==> src/rtl/rwc_rsp_eval.sv <==
// rwc_rsp_eval: evaluation stage behind the read-write collision generator.
// Takes one challenge, runs the generator NUM_REP times, and counts per bit
// how often the posedge and negedge responses disagreed. A majority vote over
// those counts gives the response word. A unanimity mask and a timeout error
// flag are returned with it.
module rwc_rsp_eval #(
  parameter int NUM_REP = 8,
  parameter int SETTLE  = 2,
  parameter int TIMEOUT = 15
) (
  input  logic        clk,
  input  logic        w_resetn,
  input  logic        cha_valid,
  output logic        cha_ready,
  input  logic [9:0]  cha_addr,
  input  logic [31:0] cha_data,
  output logic        gen_enable,
  output logic [9:0]  gen_cha_addr,
  output logic [31:0] gen_cha_data,
  input  logic        gen_available,
  input  logic [31:0] gen_rsp_pos,
  input  logic [31:0] gen_rsp_neg,
  output logic        rsp_valid,
  input  logic        rsp_ready,
  output logic [31:0] rsp_data,
  output logic [31:0] rsp_mask,
  output logic        rsp_err
);

  typedef enum logic [2:0] {
    ST_IDLE, ST_LAUNCH, ST_WAIT_BUSY, ST_WAIT_DONE,
    ST_SETTLE, ST_ACCUM, ST_VOTE, ST_OUTPUT
  } state_t;

  localparam logic [7:0] TMO_LAST    = 8'(TIMEOUT - 1);
  localparam logic [7:0] SETTLE_LAST = 8'(SETTLE - 1);
  localparam logic [7:0] REP_LAST    = 8'(NUM_REP);
  localparam logic [8:0] REP_CMP     = 9'(NUM_REP);

  state_t      state_reg, state_next;
  logic [7:0]  timer_reg, timer_next;
  logic [7:0]  rep_reg, rep_next;
  logic [7:0]  rep_inc;
  logic        err_reg, err_next;
  logic        accept;
  logic        accum_en;
  logic [31:0] sample;
  logic [31:0] vote_data;
  logic [31:0] vote_mask;
  logic [9:0]  cha_addr_reg;
  logic [31:0] cha_data_reg;
  logic        rsp_valid_reg;
  logic [31:0] rsp_data_reg;
  logic [31:0] rsp_mask_reg;
  logic        rsp_err_reg;

  assign rep_inc      = rep_reg + 8'd1;
  assign sample       = gen_rsp_pos ^ gen_rsp_neg;
  assign cha_ready    = (state_reg == ST_IDLE);
  assign gen_cha_addr = cha_addr_reg;
  assign gen_cha_data = cha_data_reg;
  assign rsp_valid    = rsp_valid_reg;
  assign rsp_data     = rsp_data_reg;
  assign rsp_mask     = rsp_mask_reg;
  assign rsp_err      = rsp_err_reg;

  // State, wait timer, run counter and error flag registers.
  always_ff @(posedge clk) begin
    if (!w_resetn) begin
      state_reg <= ST_IDLE;
      timer_reg <= '0;
      rep_reg   <= '0;
      err_reg   <= 1'b0;
    end else begin
      state_reg <= state_next;
      timer_reg <= timer_next;
      rep_reg   <= rep_next;
      err_reg   <= err_next;
    end
  end

  // Next-state logic; the launch pulse is combinational so it lasts exactly the LAUNCH cycle.
  always_comb begin
    state_next = state_reg;
    timer_next = timer_reg;
    rep_next   = rep_reg;
    err_next   = err_reg;
    gen_enable = 1'b0;
    accept     = 1'b0;
    accum_en   = 1'b0;
    case (state_reg)
      ST_IDLE: begin
        if (cha_valid) begin
          accept     = 1'b1;
          rep_next   = '0;
          state_next = ST_LAUNCH;
        end
      end
      ST_LAUNCH: begin
        if (gen_available) begin
          gen_enable = 1'b1;
          timer_next = '0;
          state_next = ST_WAIT_BUSY;
        end
      end
      ST_WAIT_BUSY: begin
        if (!gen_available) begin
          timer_next = '0;
          state_next = ST_WAIT_DONE;
        end else if (timer_reg == TMO_LAST) begin
          err_next   = 1'b1;
          state_next = ST_VOTE;
        end else begin
          timer_next = timer_reg + 8'd1;
        end
      end
      ST_WAIT_DONE: begin
        if (gen_available) begin
          timer_next = '0;
          state_next = ST_SETTLE;
        end else if (timer_reg == TMO_LAST) begin
          err_next   = 1'b1;
          state_next = ST_VOTE;
        end else begin
          timer_next = timer_reg + 8'd1;
        end
      end
      ST_SETTLE: begin
        if (timer_reg == SETTLE_LAST) begin
          timer_next = '0;
          state_next = ST_ACCUM;
        end else begin
          timer_next = timer_reg + 8'd1;
        end
      end
      ST_ACCUM: begin
        accum_en   = 1'b1;
        rep_next   = rep_inc;
        state_next = (rep_inc == REP_LAST) ? ST_VOTE : ST_LAUNCH;
      end
      ST_VOTE: begin
        state_next = ST_OUTPUT;
      end
      ST_OUTPUT: begin
        if (rsp_ready) begin
          err_next   = 1'b0;
          state_next = ST_IDLE;
        end
      end
      default: state_next = ST_IDLE;
    endcase
  end

  // Challenge latch; held for the whole evaluation.
  always_ff @(posedge clk) begin
    if (!w_resetn) begin
      cha_addr_reg <= '0;
      cha_data_reg <= '0;
    end else if (accept) begin
      cha_addr_reg <= cha_addr;
      cha_data_reg <= cha_data;
    end
  end

  // One collision counter per response bit, with its vote decision.
  for (genvar gi = 0; gi < 32; gi++) begin : g_bit
    logic [7:0] cnt_reg;
    logic [8:0] cnt_x2;

    // Count runs in which this bit collided.
    always_ff @(posedge clk) begin
      if (!w_resetn || accept) begin
        cnt_reg <= '0;
      end else if (accum_en) begin
        cnt_reg <= cnt_reg + {7'd0, sample[gi]};
      end
    end

    assign cnt_x2        = {cnt_reg, 1'b0};
    assign vote_data[gi] = (cnt_x2 > REP_CMP);
    assign vote_mask[gi] = (cnt_reg == 8'd0) || (cnt_reg == REP_LAST);
  end

  // Response register: loaded in VOTE, held until the consumer takes it.
  always_ff @(posedge clk) begin
    if (!w_resetn) begin
      rsp_valid_reg <= 1'b0;
      rsp_data_reg  <= '0;
      rsp_mask_reg  <= '0;
      rsp_err_reg   <= 1'b0;
    end else if (state_reg == ST_VOTE) begin
      rsp_valid_reg <= 1'b1;
      rsp_data_reg  <= err_reg ? 32'd0 : vote_data;
      rsp_mask_reg  <= err_reg ? 32'd0 : vote_mask;
      rsp_err_reg   <= err_reg;
    end else if (state_reg == ST_OUTPUT && rsp_ready) begin
      rsp_valid_reg <= 1'b0;
      rsp_data_reg  <= '0;
      rsp_mask_reg  <= '0;
      rsp_err_reg   <= 1'b0;
    end
  end

endmodule

==> config.mk <==
export PLATFORM = sky130hd
export DESIGN_NAME = rwc_rsp_eval
export DESIGN_NICKNAME = d
export VERILOG_FILES = /design/src/rtl/rwc_rsp_eval.sv
export SDC_FILE = /design/constraint.sdc
export NUM_CORES = 1
export LEC_CHECK = 0
export CAP_MARGIN = 0
export CORE_ASPECT_RATIO = 0.7
export CORE_MARGIN = 3
export CORE_UTILIZATION = 55
export DETAILED_ROUTE_END_ITERATION = 6
export PLACE_DENSITY = 0.8
export SYNTH_ARGS = -nofsm -noshare
export SYNTH_HDL_FRONTEND = slang
export SYNTH_SLANG_ARGS = --single-unit
==> constraint.sdc <==
create_clock -name clk -period 2 [get_ports clk]
set_input_delay 0.5 -clock clk [delete_from_list [all_inputs] [get_ports clk]]
set_output_delay 0.5 -clock clk [all_outputs]
set_load 0.02 [all_outputs]
==> results by group, run 1 <==
Critical path
  – Crit. End Element: output port
  – Worst-path fanout max: 2
  – Reg2reg end: state_reg[0]
  – Buf+Inv Stages, Crit Path: 1
  – Cell family with most CP delay: buffers and inverters
  – R2R setup slack: 60 ps
  – Worst EP required: 1500 ps
  – Highest cell delay on the worst timing path: 610 ps
  – FF-to-FF Start: timer_reg[5]
  – Arr. time, crit path: 1470 ps
  – Slowest cell on crit path: clkdlybuf4s50_1
  – CP startpoint kind: register
  – R2R depth: 6
  – Worst-path cell chain: clkdlybuf4s50_1
  – Setup Crit Path Kind: register to output port

Floorplan
  – Core area: 0.02941 mm²
  – Initial Util: 56.80%
  – DIE WIDTH: 214.3 µm
  – Die area: 0.03253 mm²
  – Row count: 52
  – Die H: 151.8 µm
  – I/O Pins: 221

Cells and area
  – Layout area overhead: 27.89%
  – Final #Nets: 2,403
  – Layout cells sized above 1: 7.388%
  – N_diodes: 0
  – Max reg flops: 256
  – # fillers: 2,212
  – Final instance area: 0.02136 mm²

Place
  – IO buf count: 220
  – HPWL after DPL: 27,550 µm
  – Final GP Congestion: 0.8701
  – Placed inst area: 0.02001 mm²

Timing
  – Final period util: 98.56%
  – Min Tclk post-route: 1971 ps
  – Finish-stage setup viols: 0
  – Clock skew: 9.144 ps
  – Final Hold Fails: 0
  – Max_slew headroom: 61.65%
  – Pins Over Slew Limit: 0
  – Least-Margin Pin Slew: 570.0 ps
  – FMAX: 507.3 MHz
  – Unrepaired setup endpoints after global routing: false
  – Hold Slack: 450.1 ps

Synthesis
  – Yosys reg bits: 384
  – Mapped Area: 0.01670 mm²
  – Register area share after synthesis: 46.02%
  – Net count after synthesis: 2,157
  – Synth async-reset ratio: 0%
  – Distinct cells, synth: 57
  – Most common flop cell mapped by yosys: dfxtp_1
  – Yosys warnings: 0
  – Mapped Cells: 1,977
  – Mean Syn Cell Area: 8.450 µm²
  – Number of synthesized flops with an enable pin: 0

CTS
  – Reg clk slew, reported paths: 60 ps
  – Post-CTS setup buffer count: 0
  – CTS sink cnt: 384
  – Clock root buffer: clkbuf_16
  – Clk_lat worst skew: 530 ps
  – Bufs on Longest Clock Path: 3
  – Clock buffer count from CTS: 38
  – CTS tree: yes
  – H-tree lvl count: 2

Detailed routing
  – Antenna-violating nets left: 0
  – Final wirelength: 41,470 µm
  – Via density: 5.546
  – First-pass DRT Iterations: 5
  – Total number of vias: 14,707
  – DRC viols: 0
  – 1st-iter DRT viols: 981
  – Routed WL per cell: 15.64 µm

Global route
  – Initial antenna violation count: 0
  – Global-route wire length before repair: 68,140 µm
  – Largest net degree at the start of global routing: 49
  – Vias in the first global route: 14,146
  – Total gr overflow: 0
  – Gr usage total: 24.27%

Power and ir drop
  – Peak supply drop: 503.6 µV
  – Leakage power total: 9.065 nW
  – Pwr/cell area: 760.9 mW/mm²

Min path
  – Min-Delay Startpoint: gen_cha_data[27]
  – Worst Hold Endpoint: gen_cha_data[27]
  – Hold crit path type: register to register
  – Hold Path Depth: 2

Outcome
  – Outcome: finished, final reports clean

Run
  – Max-Cap Viols: 0
==> cell usage after synthesis, types with 3 or more instances <==
| cell type | instances | area share (%) |
|---|---|---|
| o21a_1 | 3 | 0.13 |
| buf_2 | 48 | 1.4 |
| a32oi_1 | 32 | 1.7 |
| o21ai_0 | 63 | 1.9 |
| nor2b_1 | 5 | 0.19 |
| a21oi_1 | 151 | 4.5 |
| nor4_1 | 32 | 1.2 |
| ha_1 | 69 | 5.2 |
| nand2_1 | 324 | 7.3 |
| buf_1 | 7 | 0.16 |
| xor2_1 | 193 | 10 |
| xnor2_1 | 35 | 1.8 |
| dfxtp_1 | 384 | 46 |
| o21ai_1 | 6 | 0.18 |
| and3_1 | 34 | 1.3 |
| nand3b_1 | 3 | 0.13 |
| inv_1 | 7 | 0.16 |
| clkbuf_1 | 46 | 1.0 |
| nor2_1 | 277 | 6.2 |
| nand3_1 | 107 | 3.2 |
| nand4_1 | 65 | 2.4 |
| nor3_1 | 40 | 1.2 |
| o22ai_1 | 3 | 0.11 |
==> layout make-up <==
type / instances / area [µm²] / area share (%)
inverter: 7 / 28.78 / 0.1347
clock buffer: 53 / 1119 / 5.236
multi-input combinational: 1485 / 8588 / 40.20
sequential: 384 / 7691 / 36.00
timing repair buffer: 307 / 3266 / 15.29
tap: 405 / 506.7 / 2.372
clock inverter: 11 / 163.9 / 0.7672
==> logic make-up after synthesis <==
family	share of synthesized area (%)
AOI/OAI and AO/OA	9.932
xor gates and xnor gates	11.95
adders and majority gates	5.228
buffers and inverters	2.786
DFF	46.02
muxes	0.06741
and+or+nand+nor	24.01
==> repair_timing <==
item                       4_1_cts  5_1_grt
cloned                           0        0
hold buffers                     0        0
gates resized for setup         51       49
setup endpoints to repair       43       48
==> per-stage QoR <==
stage / std cells / util (%) / setup WS, ps / power (mW) / TNS [ps]
6_report: 2652 / 72.64 / 28.76 / 16.25 / 0
5_1_grt: 2652 / 72.64 / 0.5589 / 16.74 / 0
4_1_cts: 2652 / 72.25 / 0.3360 / 16.38 / 0
3_5_place_dp: 2588 / 68.05 / -340.1 / 9.068 / -11380
3_3_place_gp: 2588 / 68.05 / -338.1 / 9.039 / -6168
2_1_floorplan: 1977 / - / 289.4 / 8.434 / 0
==> worst reg2reg max path, stage by stage, from the launching register on <==
cell and delay, ps:
dfxtp_1 350, nor4_2 260, buf_4 180, and4_1 250, nor3_1 60, a2111oi_0 500, o2bb2ai_1 180
==> cell usage in the layout (no fill, tap or decap), types with 41 or more instances in the layout <==
cell type	synthesis	routed
o21ai_0	63	63
dfxtp_1	384	381
ha_1	69	69
nand4_1	65	65
buf_4	0	59
a21oi_1	151	151
nor2_1	277	277
nand2_1	324	323
nand3_1	107	107
dlymetal6s2s_1	0	46
clkdlybuf4s50_1	0	131
xor2_1	193	193
dlygate4sd2_1	0	41
==> per-layer routing <==
layer / up-vias / GRT usage (%) / part of all wire, %
met1: 6961 / 32.80 / 46
met4: 0 / 6.996 / 2.1
li1: 7254 / - / -
met3: 72 / 4.332 / 5.9
met5: - / 0 / 0
met2: 420 / 40.15 / 46
==> worst max-delay path by stage <==
stage	start	end	slack, ps	depth (start not counted)
CTS	gen_cha_data[23]	gen_cha_data[23]	0.3	1
detailed placement	gen_available	gen_enable	-340	4
global placement	gen_available	gen_enable	-340	4
floorplan	state_reg[2]	cha_ready	290	3
global route	rsp_mask[10]	rsp_mask[10]	0.6	1
finish	rsp_mask[10]	rsp_mask[10]	30	1
==> where the power goes <==
group          switching [mW]  leakage [nW]  internal (mW)
Combinational           0.606          5.34          0.535
Clock                    2.95         0.628           4.41
Sequential             0.0408          3.10           7.71
Power figures use the tool's default switching activity.
==> run 2: changes to the inputs <==
Settings changed: CTS_CLUSTER_SIZE from default to 16.
Clock period 2 ns to 2.2 ns, I/O delays scaled along.
==> results by group, run 2 (synthesized netlist as in run 1, its figures left out) <==
Cells and area
  – Max reg flops: 256
  – N_diodes: 0
  – Most frequent cells in the layout: 384 x dfxtp_1, 323 x nand2_1, 277 x nor2_1, 218 x clkdlybuf4s50_1, 193 x xor2_1
  – Layout cells sized above 1: 5.779%
  – Final instance area: 0.02101 mm²
  – Final core occ: 71.44%
  – Commonest non-fill, non-tap cell in the layout: dfxtp_1
  – Final #Nets: 2,366
  – Layout area overhead: 25.77%

CTS
  – H-tree lvl count: 2
  – Bufs on Longest Clock Path: 3
  – Hold_buf cts: 0
  – Clock root buffer: clkbuf_16
  – Clock buffer count from CTS: 37
  – Clk_lat worst skew: 530 ps
  – CTS sink cnt: 384
  – Post-CTS setup buffer count: 0
  – Post-CTS Resized: 2
  – Reg clk slew, reported paths: 60 ps
  – CTS tree: yes

Outcome
  – Outcome: finished, final reports clean

Detailed routing
  – Via density: 5.502
  – DRC viols: 0
  – First-pass DRT Iterations: 5
  – Antenna-violating nets left: 0
  – Met3 wire len: 2178 µm
  – Max layer used: met4
  – Routed WL per cell: 15.22 µm
  – Total number of vias: 14,415
  – Met2 WL post-DR: 18,390 µm
  – 1st-iter DRT viols: 906
  – Met1 Wirelength: 18,630 µm
  – Final wirelength: 39,880 µm

Floorplan
  – Row count: 52
  – DIE WIDTH: 214.3 µm
  – Core area: 0.02941 mm²
  – Die H: 151.8 µm
  – I/O Pins: 221
  – Die area: 0.03253 mm²
  – Initial Util: 56.80%

Timing
  – Least-Margin Pin Slew: 556.2 ps
  – Max_slew headroom: 62.58%
  – Finish-stage setup viols: 0
  – Final period util: 97.21%
  – Final Hold Fails: 0
  – Pins Over Slew Limit: 0
  – Clock skew: 16.00 ps
  – Unrepaired setup endpoints after global routing: false
  – FMAX: 467.6 MHz
  – Min Tclk post-route: 2139 ps

Critical path
  – Worst-path fanout max: 2
  – Highest cell delay on the worst timing path: 650 ps
  – Slowest cell on crit path: clkdlybuf4s50_1
  – R2R setup slack: 260 ps
  – Arr. time, crit path: 1590 ps
  – Crit. End Element: output port
  – Buf+Inv Stages, Crit Path: 1
  – CP startpoint kind: register
  – R2R depth: 5
  – Stages on the worst setup path: 1
  – Cell family with most CP delay: buffers and inverters
  – Worst-path cell chain: clkdlybuf4s50_1
  – Worst EP required: 1650 ps
  – Setup Crit Path Kind: register to output port

Place
  – Placed inst area: 0.01967 mm²
  – Final GP Congestion: 0.8374
  – HPWL after DPL: 26,500 µm
  – IO buf count: 220

Min path
  – Hold Path Depth: 2
  – Hold crit path type: register to register

Power and ir drop
  – Leakage power total: 7.866 nW
  – Peak supply drop: 542.7 µV
  – Pwr/cell area: 714.1 mW/mm²

Global route
  – Largest net degree at the start of global routing: 89
  – Gr usage total: 24.09%
  – Initial antenna violation count: 0
  – Global-route wire length before repair: 67,540 µm
  – Total gr overflow: 0
  – Vias in the first global route: 13,980

Run
  – Max-Cap Viols: 0
## run 2: worst paths after layout
check                  startpoint               to
setup / recovery     rsp_mask[11]     rsp_mask[11]
hold / removal    gen_cha_addr[2]  gen_cha_addr[2]
hold reg to reg   gen_cha_addr[2]  gen_cha_addr[2]
setup reg to reg     timer_reg[5]     state_reg[0]
## run 2: final cells by class
class	count	area, µm²
inverters	7	28.78
clock buffers	52	1105
fillers	2222	8398
multi-input cells	1485	8583
repair buffers	271	2859
well taps	405	506.7
clock inverters	16	240.2
flip-flops and latches	384	7687
## run 2: routing by layer
metal,up-vias,track usage [%]
met2,404,40.00
li1,7163,-
met1,6780,32.86
met5,-,0
met4,0,6.046
met3,68,4.212
## run 2: power by group
group          internal [mW]  switching, mW
clock                   4.23           2.71
combinational          0.481          0.537
sequential              7.01         0.0361
total                   11.7           3.28
## run 2: metrics by stage
stage | cells | worst slack (ps) | hold slack (ps) | total power [mW] | TNS (ps)
finish | 2620 | 61.44 | 452.2 | 15.00 | 0
global route | 2620 | 12.61 | 471.4 | 15.53 | 0
CTS | 2620 | 53.53 | 454.5 | 15.16 | 0
detailed placement | 2552 | -215.9 | 445.8 | 8.225 | -983.1
global placement | 2552 | -238.0 | 440.4 | 8.200 | -359.6
floorplan | 1977 | 399.9 | 464.1 | 7.667 | 0
==> run 3: changes to the inputs <==
Settings changed: CORE_UTILIZATION 55 to 33, PLACE_DENSITY 0.8 to 0.52.
==> results by group, run 3 (synthesized netlist as in run 1, its figures left out) <==
Outcome
  – Outcome: finished, final reports clean

Global route
  – Vias in the first global route: 13,311
  – Initial antenna violation count: 0
  – Gr usage total: 14.98%
  – Largest net degree at the start of global routing: 71
  – Total gr overflow: 0
  – Global-route wire length before repair: 67,420 µm

Timing
  – Final period util: 97.45%
  – Finish-stage setup viols: 0
  – Final Hold Fails: 0
  – Min Tclk post-route: 2144 ps
  – Pins Over Slew Limit: 0
  – Least-Margin Pin Slew: 565.9 ps
  – FMAX: 466.4 MHz
  – Unrepaired setup endpoints after global routing: false
  – Clock skew: 15.65 ps
  – Hold Slack: 451.7 ps
  – Max_slew headroom: 61.93%
  – Min setup slack post-route: 56.12 ps

Cells and area
  – Layout area overhead: 30.21%
  – # fillers: 4,904
  – Reg area: 0.007690 mm²
  – Commonest non-fill, non-tap cell in the layout: dfxtp_1
  – Layout cells sized above 1: 7.422%
  – Max reg flops: 256
  – N_diodes: 0
  – Most frequent cells in the layout: 382 x dfxtp_1, 323 x nand2_1, 277 x nor2_1, 217 x clkdlybuf4s50_1, 193 x xor2_1
  – Multi-input gate area: 0.008583 mm²
  – Final #Nets: 2,398

Detailed routing
  – Total number of vias: 14,004
  – Antenna-violating nets left: 0
  – DRC viols: 0
  – Via density: 4.804
  – Routed WL per cell: 13.84 µm
  – First-pass DRT Iterations: 5
  – 1st-iter DRT viols: 669
  – Final wirelength: 40,350 µm

Floorplan
  – Row count: 68
  – Initial Util: 33.62%
  – Core area: 0.04969 mm²
  – I/O Pins: 221
  – DIE WIDTH: 274.9 µm
  – Die H: 194.2 µm
  – Die area: 0.05340 mm²

CTS
  – CTS tree: yes
  – Clock root buffer: clkbuf_16
  – Post-CTS setup buffer count: 0
  – Clk_lat worst skew: 550 ps
  – Clock buffer count from CTS: 42
  – CTS sink cnt: 384
  – Reg clk slew, reported paths: 60 ps
  – H-tree lvl count: 2
  – Bufs on Longest Clock Path: 3

Critical path
  – R2R depth: 7
  – Slowest cell on crit path: clkdlybuf4s50_1
  – Setup Crit Path Kind: primary input to output port
  – Worst EP required: 1650 ps
  – Arr. time, crit path: 1590 ps
  – CP startpoint kind: primary input
  – Worst-path fanout max: 2
  – Crit. End Element: output port
  – Worst-path cell chain: clkdlybuf4s50_1 -> nand2_1 -> nor3_1 -> clkdlybuf4s15_2
  – Highest cell delay on the worst timing path: 500 ps

Power and ir drop
  – Leakage power total: 8.107 nW
  – Peak supply drop: 476.7 µV
  – Pwr/cell area: 721.7 mW/mm²

Run
  – Max-Cap Viols: 0

Min path
  – Hold Path Depth: 2
  – Hold crit path type: register to register

Place
  – IO buf count: 220
  – Final GP Congestion: 0.7654
  – HPWL after DPL: 26,420 µm
  – Setup WS pre-CTS: -307.5 ps
[run 3: changes by cell type in the layout (fill, tap and decap cells not counted), moves of 3 or more]
cell       before  now
buf_4          29   53
clkbuf_16      39   45
clkbuf_8        8   13
buf_12         22   25
[run 3: stage by stage]
step | utilization, % | TNS (ps) | std cells | cell area [µm²] | power [mW]
detailed placement | 40.72 | -694.1 | 2839 | 20230 | 8.262
global placement | 40.72 | -503.5 | 2839 | 20230 | 8.253
CTS | 43.77 | 0 | 2915 | 21750 | 16.03
finish | 43.78 | 0 | 2915 | 21750 | 15.70
global route | 43.78 | 0 | 2915 | 21750 | 16.37
floorplan | - | 0 | 1977 | 16700 | 7.667
[run 3: area by class of cell]
| type | instances | area share, % |
|---|---|---|
| clock buffer | 62 | 6.069 |
| clock inverter | 14 | 0.9089 |
| inverter | 7 | 0.1323 |
| multi-input combinational | 1485 | 39.46 |
| sequential | 384 | 35.35 |
| tap | 665 | 3.825 |
| timing repair buffer | 298 | 14.25 |
[run 3: worst paths after layout]
path / from / endpoint / slack [ps]
setup / recovery: gen_available / gen_enable / 60
hold / removal: gen_cha_data[11] / gen_cha_data[11] / 450
setup reg to reg: state_reg[0] / g_bit[24].cnt_reg[5] / 310
hold reg to reg: gen_cha_data[11] / gen_cha_data[11] / 450
[run 3: layer usage]
metal	global-route usage (%)	routed length (µm)	part of all wire (%)	vias up
met5	0	0	0	-
met4	3.479	605	1.5	0
met3	3.006	1805	4.5	41
met2	23.17	17400	43	208
met1	21.43	20540	51	6519
li1	-	-	-	7236
[run 3: critical path, delay by kind of cell]
family        cells  cell delay (ps)
buf+inv           2              790
simple gates      2              250
[run 3: power breakdown]
part / switching (mW) / total, mW / leakage, nW / internal [mW]
clock: 2.88 / 7.61 / 0.755 / 4.73
combinational: 0.535 / 1.03 / 4.25 / 0.496
sequential: 0.0381 / 7.05 / 3.10 / 7.01
total: 3.45 / 15.7 / 8.11 / 12.2
[run 3: repair_timing]
item	in CTS	in global routing
resized for setup	7	1
setup endpoints to repair	3	1
hold buffers	0	0
